===== src/rtl/imm_decode_stage.sv =====
// RISC-V immediate decode into a 2-entry output buffer. Latency is one cycle into an empty buffer.
// in_ready_out drops only when both entries are held. A stalled head entry keeps its payload stable.
module imm_decode_stage #(
  parameter int XLEN        = 32,
  parameter int AUTO_DECODE = 0,
  parameter int TAG_W       = 32
) (
  input  logic             clk_in,
  input  logic             rst_n_in,
  input  logic             in_valid_in,
  output logic             in_ready_out,
  input  logic [31:0]      instr_in,
  input  logic [2:0]       imm_type_in,
  input  logic [TAG_W-1:0] tag_in,
  output logic             out_valid_out,
  input  logic             out_ready_in,
  output logic [XLEN-1:0]  imm_out,
  output logic [2:0]       imm_type_out,
  output logic             illegal_out,
  output logic [TAG_W-1:0] tag_out
);

  typedef enum logic [2:0] {
    IMM_R = 3'b000,
    IMM_I = 3'b001,
    IMM_S = 3'b010,
    IMM_B = 3'b011,
    IMM_U = 3'b100,
    IMM_J = 3'b101,
    IMM_L = 3'b110,
    IMM_Z = 3'b111
  } imm_type_e;

  typedef struct packed {
    logic [XLEN-1:0]  imm;
    imm_type_e        typ;
    logic             illegal;
    logic [TAG_W-1:0] tag;
  } entry_t;

  imm_type_e       dec_type;
  logic            dec_illegal;
  logic [31:0]     raw_imm;
  logic [XLEN-1:0] dec_imm;
  entry_t          wr_entry;
  entry_t          head;
  entry_t          mem [2];
  logic            wr_ptr;
  logic            rd_ptr;
  logic [1:0]      occ;
  logic            push;
  logic            pop;

  always_comb begin
    dec_type    = imm_type_e'(imm_type_in);
    dec_illegal = 1'b0;
    if (AUTO_DECODE != 0) begin
      case (instr_in[6:0])
        7'b0110011:             dec_type = IMM_R;
        7'b0010011, 7'b1100111: dec_type = IMM_I;
        7'b0000011:             dec_type = IMM_L;
        7'b0100011:             dec_type = IMM_S;
        7'b1100011:             dec_type = IMM_B;
        7'b0110111, 7'b0010111: dec_type = IMM_U;
        7'b1101111:             dec_type = IMM_J;
        // SYSTEM: funct3[2] selects the immediate-operand CSR forms
        7'b1110011:             dec_type = instr_in[14] ? IMM_Z : IMM_I;
        default: begin
          dec_type    = IMM_R;
          dec_illegal = 1'b1;
        end
      endcase
    end
  end

  always_comb begin
    raw_imm = 32'h0;
    case (dec_type)
      IMM_I, IMM_L: raw_imm = {{20{instr_in[31]}}, instr_in[31:20]};
      IMM_S:        raw_imm = {{20{instr_in[31]}}, instr_in[31:25], instr_in[11:7]};
      IMM_B:        raw_imm = {{19{instr_in[31]}}, instr_in[31], instr_in[7],
                               instr_in[30:25], instr_in[11:8], 1'b0};
      IMM_U:        raw_imm = {instr_in[31:12], 12'h000};
      IMM_J:        raw_imm = {{11{instr_in[31]}}, instr_in[31], instr_in[19:12],
                               instr_in[20], instr_in[30:21], 1'b0};
      IMM_Z:        raw_imm = {27'h0, instr_in[19:15]};
      default:      raw_imm = 32'h0;
    endcase
  end

  // raw_imm[31] is already the sign for every signed type and 0 for Z and R.
  assign dec_imm = XLEN'($signed(raw_imm));

  always_comb begin
    wr_entry         = '0;
    wr_entry.imm     = dec_imm;
    wr_entry.typ     = dec_type;
    wr_entry.illegal = dec_illegal;
    wr_entry.tag     = tag_in;
  end

  assign in_ready_out  = (occ < 2'd2);
  assign out_valid_out = (occ != 2'd0);
  assign push          = in_valid_in && in_ready_out;
  assign pop           = out_valid_out && out_ready_in;

  always_ff @(posedge clk_in or negedge rst_n_in) begin
    if (!rst_n_in) begin
      mem[0] <= '0;
      mem[1] <= '0;
      wr_ptr <= 1'b0;
      rd_ptr <= 1'b0;
      occ    <= 2'd0;
    end else begin
      if (push) begin
        mem[wr_ptr] <= wr_entry;
        wr_ptr      <= ~wr_ptr;
      end
      if (pop) begin
        rd_ptr <= ~rd_ptr;
      end
      case ({push, pop})
        2'b10:   occ <= occ + 2'd1;
        2'b01:   occ <= occ - 2'd1;
        default: occ <= occ;
      endcase
    end
  end

  assign head         = mem[rd_ptr];
  assign imm_out      = head.imm;
  assign imm_type_out = head.typ;
  assign illegal_out  = head.illegal;
  assign tag_out      = head.tag;

endmodule


===== config.mk =====
export PLATFORM = sky130hd
export DESIGN_NAME = imm_decode_stage
export DESIGN_NICKNAME = d
export VERILOG_FILES = /design/src/rtl/imm_decode_stage.sv
export SDC_FILE = /design/constraint.sdc
export NUM_CORES = 1
export LEC_CHECK = 0
export CORE_ASPECT_RATIO = 0.8
export CORE_MARGIN = 2
export CORE_UTILIZATION = 50
export CTS_BUF_LIST = sky130_fd_sc_hd__clkbuf_16
export CTS_CLUSTER_DIAMETER = 120
export CTS_CLUSTER_SIZE = 25
export DETAILED_ROUTE_END_ITERATION = 10
export GPL_TIMING_DRIVEN = 0
export PLACE_DENSITY = 0.79
export SKIP_CTS_REPAIR_TIMING = 1
export SKIP_LAST_GASP = 1
export SLEW_MARGIN = 15
export SYNTH_ARGS = -nofsm -noshare
export SYNTH_HDL_FRONTEND = slang
export SYNTH_SLANG_ARGS = --single-unit

===== constraint.sdc =====
create_clock -name clk_in -period 1.95 [get_ports clk_in]
set_input_delay 0.39 -clock clk_in [delete_from_list [all_inputs] [get_ports clk_in]]
set_output_delay 0.39 -clock clk_in [all_outputs]
set_load 0.01 [all_outputs]

; ---- After elaboration in Yosys (flattened, before gate mapping)
; Index checks and enable logic that the tools add are counted.
[totals]
ff_bits = 140
inputBits = 71
out_inout_bits = 70
word_cells = 44
[classes]
n_addsub = 2
order_cmp = 4
eq_ne = 9
n_mux = 8
bitwise = 4
reduce_logical = 6
[ops]
columns = operator, count
row1 = 68-bit two-way mux, 4
row2 = 32-bit case mux with 6 select lines, 1
row3 = 136-bit bitwise mux, 1
row4 = 68-bit demux with 1-bit select, 1
row5 = 3-bit equality test (second input constant), 4
row6 = 3-bit by 2-bit equality test with 1-bit output (second input constant), 2
row7 = 2-bit greater-or-equal comparator (second input constant), 2
row8 = 1-bit inverter with 2-bit output, 2
row9 = 2-bit case mux with 2 select lines, 1
row10 = 2-bit nonzero test, 2
row11 = 3-bit by 1-bit equality test with 1-bit output (second input constant), 1
row12 = 1-bit logical AND, 3
row13 = 2-bit by 1-bit adder with 2-bit output (second input constant), 1
row14 = 2-bit by 1-bit equality test with 1-bit output (second input constant), 1
row15 = 2-bit equality test (second input constant), 1
row16 = 2-bit by 1-bit less-than comparator with 1-bit output (second input constant), 1
row17 = 2-bit less-than comparator (second input constant), 1
row18 = 1-bit inverter, 2
row19 = 2-bit OR reduction, 1
row20 = 2-bit by 1-bit subtractor with 2-bit output (second input constant), 1

; ---- Depth between registers and ports, before layout
[logic_depth]
ltp_word = 6
depth_mapped = 6

; ---- Least setup slack after synthesis
; OpenSTA, ideal clock, no wires.
[synth_timing]
path_kind = register to output
from = register rd_ptr
to = output port imm_out[10]
t_arrival_ns = 1.202
required_ns = 1.560
slack_ns = 0.358
path_stages_with_launch = 5
n_path_buf = 3
path_cell_list = dfrtp_1 > clkbuf_1 > buf_2 > buf_4 > mux2_2
[synth_between]
elab_chain_cells = 4
[synth_lines]
columns = item, line
row1 = from (decl), 49  ; logic rd_ptr;
row2 = from (signal assigned), 120  ; rd_ptr <= ~rd_ptr;
row3 = 1-bit inverter with 2-bit output (not written as such), 130  ; assign head = mem[rd_ptr];
row4 = 68-bit two-way mux (not written as such) (3 in a row), 130
row5 = to (decl), 17  ; output logic [XLEN-1:0] imm_out,
; No other way between the ends. The select of a mux whose other input is x is not followed.

; ---- Final worst setup path
[layout_timing]
from = register rd_ptr
to = output port imm_out[11]
; Same word-level chain as after synthesis.

==> reports/summary.txt <==
Global Route Usage Sum = 25.2%
min setup slack post-route = -0.193 ns
sequential area share after synthesis = 53.1%
GRT Residual Overflow = 0
Crit Path Max Fanout = 6
Hold Crit Class = in -> async
reg2reg setup slack = 0.34 ns
Die Y = 106 um
crit path kind = reg -> out
Syn Inst Count = 668
CP most frequent cell = buf_12
Critical R2R Launch = occ[1]$_DFFE_PN0P_
MaxCap Viol Count = 0
CTS root buffer = clkbuf_16
Final Slew Violations = 0
syn_area_per_cell = 9.73 sq um
largest area contributor in the netlist = dfrtp_1
drt pass-1 iters = 8
Crit. Startpoint = rd_ptr$_DFFE_PN0P_
NumNets Final = 902
#FFs+latches synth = 138
GPL Wtd Cong = 0.860
Design Area, Final = 8860 sq um
Fin. Hold Viols = 7
initial core utilization = 50.9%
drt via density = 5.33
die footprint = 13900 sq um
H-tree Lvls = 4
clock sink count = 138
CTS tree = built
Worst Tran Pin Value = 0.734 ns
Overall Power = 15.4 mW
# DRC = 0
crit share post-route = 110%
leak pwr = 4.54 nW
Synth Net Count = 740
overall routed net length = 17500 um
CP startpoint kind = register
final std cells w/o fill = 1017
CP endpoint kind = output pin
top_reg_cell synth = dfrtp_1
vias in the first global route = 5387
setup TNS = -6.08 ns
Required @ worst endpoint = 1.56 ns
YS warnings = 0
CP Cell Sequence = buf_6 -> buf_12 -> buf_12 -> mux2_2 -> dlymetal6s2s_1
Crit path largest cell delay = 0.40 ns
Worst Reg-to-Reg Cells = 5
Fin Hold WS = -0.0191 ns
largest net degree at the start of global routing = 78
Commonest cells post-synth = nand2_1 (257), dfrtp_1 (138), mux2_2 (72)
status = finished, violations left
share of the synthesized area in the top cell type = 53.1%
IO Count = 141
wire per inst = 17.2 um
CP arrival = 1.75 ns
CORE AREA = 12800 sq um
1st-iter DRT viols = 416
asr flop ratio synth = 100%
CTS buffer count = 17
PortBufs = 132
CP max-delay cell = dfrtp_2
slew margin rel. = 51.1%
count leader, synth = nand2_1
Final min period = 2.14 ns
post-layout util = 69.3%
Final setup viols = 63
Cells after DPL = 976
Peak Freq = 0.467 GHz
RSZ-0062 raised after global routing = true
initial antenna violation count = 0
die width = 131 um
routed vias = 5416
Setup Skew = 0.00639 ns
DRT antenna net count = 0
n_diodes = 0
CTS clk-pin slew, worst paths = 0.06 ns
maximum vdd drop = 0.810 mV
Cell Area, Synth = 6500 sq um
first-pass GRT wire length = 27300 um
share of layout cells above drive strength 1 = 26.4%
reg-to-reg endpoint = occ[1]$_DFFE_PN0P_
CP bufs+invs = 4
pre-CTS WS = -0.338 ns
Post-synth EDFFs = 0
instance area at placement = 8070 sq um
leading post-synthesis cells by cell area = dfrtp_1 (53%), nand2_1 (15%), mux2_2 (12%), a31oi_1 (3.7%), nor2_1 (2.3%)
CTS max path bufs = 2
PwrDens = 1730 nW/um^2
Clk Latency, worst-skew pair = 0.43 ns
P&R area growth vs syn = 36.2%
failing checks = hold timing, setup timing
Std-Cell Rows = 37
Post-DP HPWL = 11800 um
count of cell types in the netlist = 38
CP top delay family = buffers and inverters
[placed cells by master, fill, tap and decap left out, types with 3 or more instances in the layout]
master / Yosys / layout
a211oi_2: 5 / 5
a31oi_1: 38 / 38
and3b_1: 10 / 10
buf_12: 0 / 5
buf_2: 29 / 24
buf_4: 7 / 9
buf_6: 7 / 23
buf_8: 0 / 3
bufinv_16: 0 / 5
clkbuf_1: 6 / 5
clkbuf_16: 0 / 20
clkbuf_2: 0 / 34
clkdlybuf4s50_1: 0 / 62
clkinv_1: 0 / 3
dfrtp_1: 138 / 136
dlymetal6s2s_1: 0 / 23
inv_1: 1 / 5
mux2_2: 72 / 65
mux2_4: 1 / 8
nand2_1: 257 / 257
nand3_1: 7 / 7
nor2_1: 39 / 39
o21ai_0: 7 / 7
o21ai_1: 9 / 9
o21ai_2: 10 / 10
xnor2_1: 3 / 3
[layout make-up]
| class | instances | area [sq um] |
|---|---|---|
| flip-flops and latches | 138 | 3460 |
| multi-input cells | 480 | 2770 |
| clock buffers | 17 | 425 |
| well taps | 175 | 219 |
| fillers | 949 | 3920 |
| plain buffers | 48 | 385 |
| clock inverters | 14 | 189 |
| repair buffers | 144 | 1410 |
| inverters | 1 | 3.75 |
[how the worst max path moves through the flow]
stage	cells past startpoint	to
after floorplan	4	imm_out[10]
after global placement	1	mem[77]$_DFFE_PN0P_
after detailed placement	5	imm_out[11]
after CTS	5	imm_out[11]
after global routing	5	imm_out[11]
final	5	imm_out[11]
[report_power, final]
part           leakage [nW]  internal, mW  switching (mW)
Clock                 0.310          2.22            1.17
Sequential             1.69          4.23           0.711
Combinational          2.54          3.66            3.37
[metal layers]
metal	vias up	track usage (%)	part of all wire, %
li1	2535	-	-
met1	2630	33.7	43
met2	211	39.2	48
met3	40	6.15	6.2
met4	0	11.3	2.8
met5	-	0	0
[state kept, by name (all words and copies together), names as in the netlist]
register / count
rd_ptr: 1
occ: 2
mem: 134
wr_ptr: 1
[logic make-up after synthesis]
kind of cell             synth area share, %
flip-flops                              53.1
multiplexers                            12.7
XOR/XNOR                               0.539
other                                 0.0577
buffers and inverters                   4.66
AND/OR/NAND/NOR                         20.9
AO/OA/AOI/OAI                           7.79
adder cells (fa/ha/maj)                0.192
No activity file was read; power rests on OpenSTA's default activity.
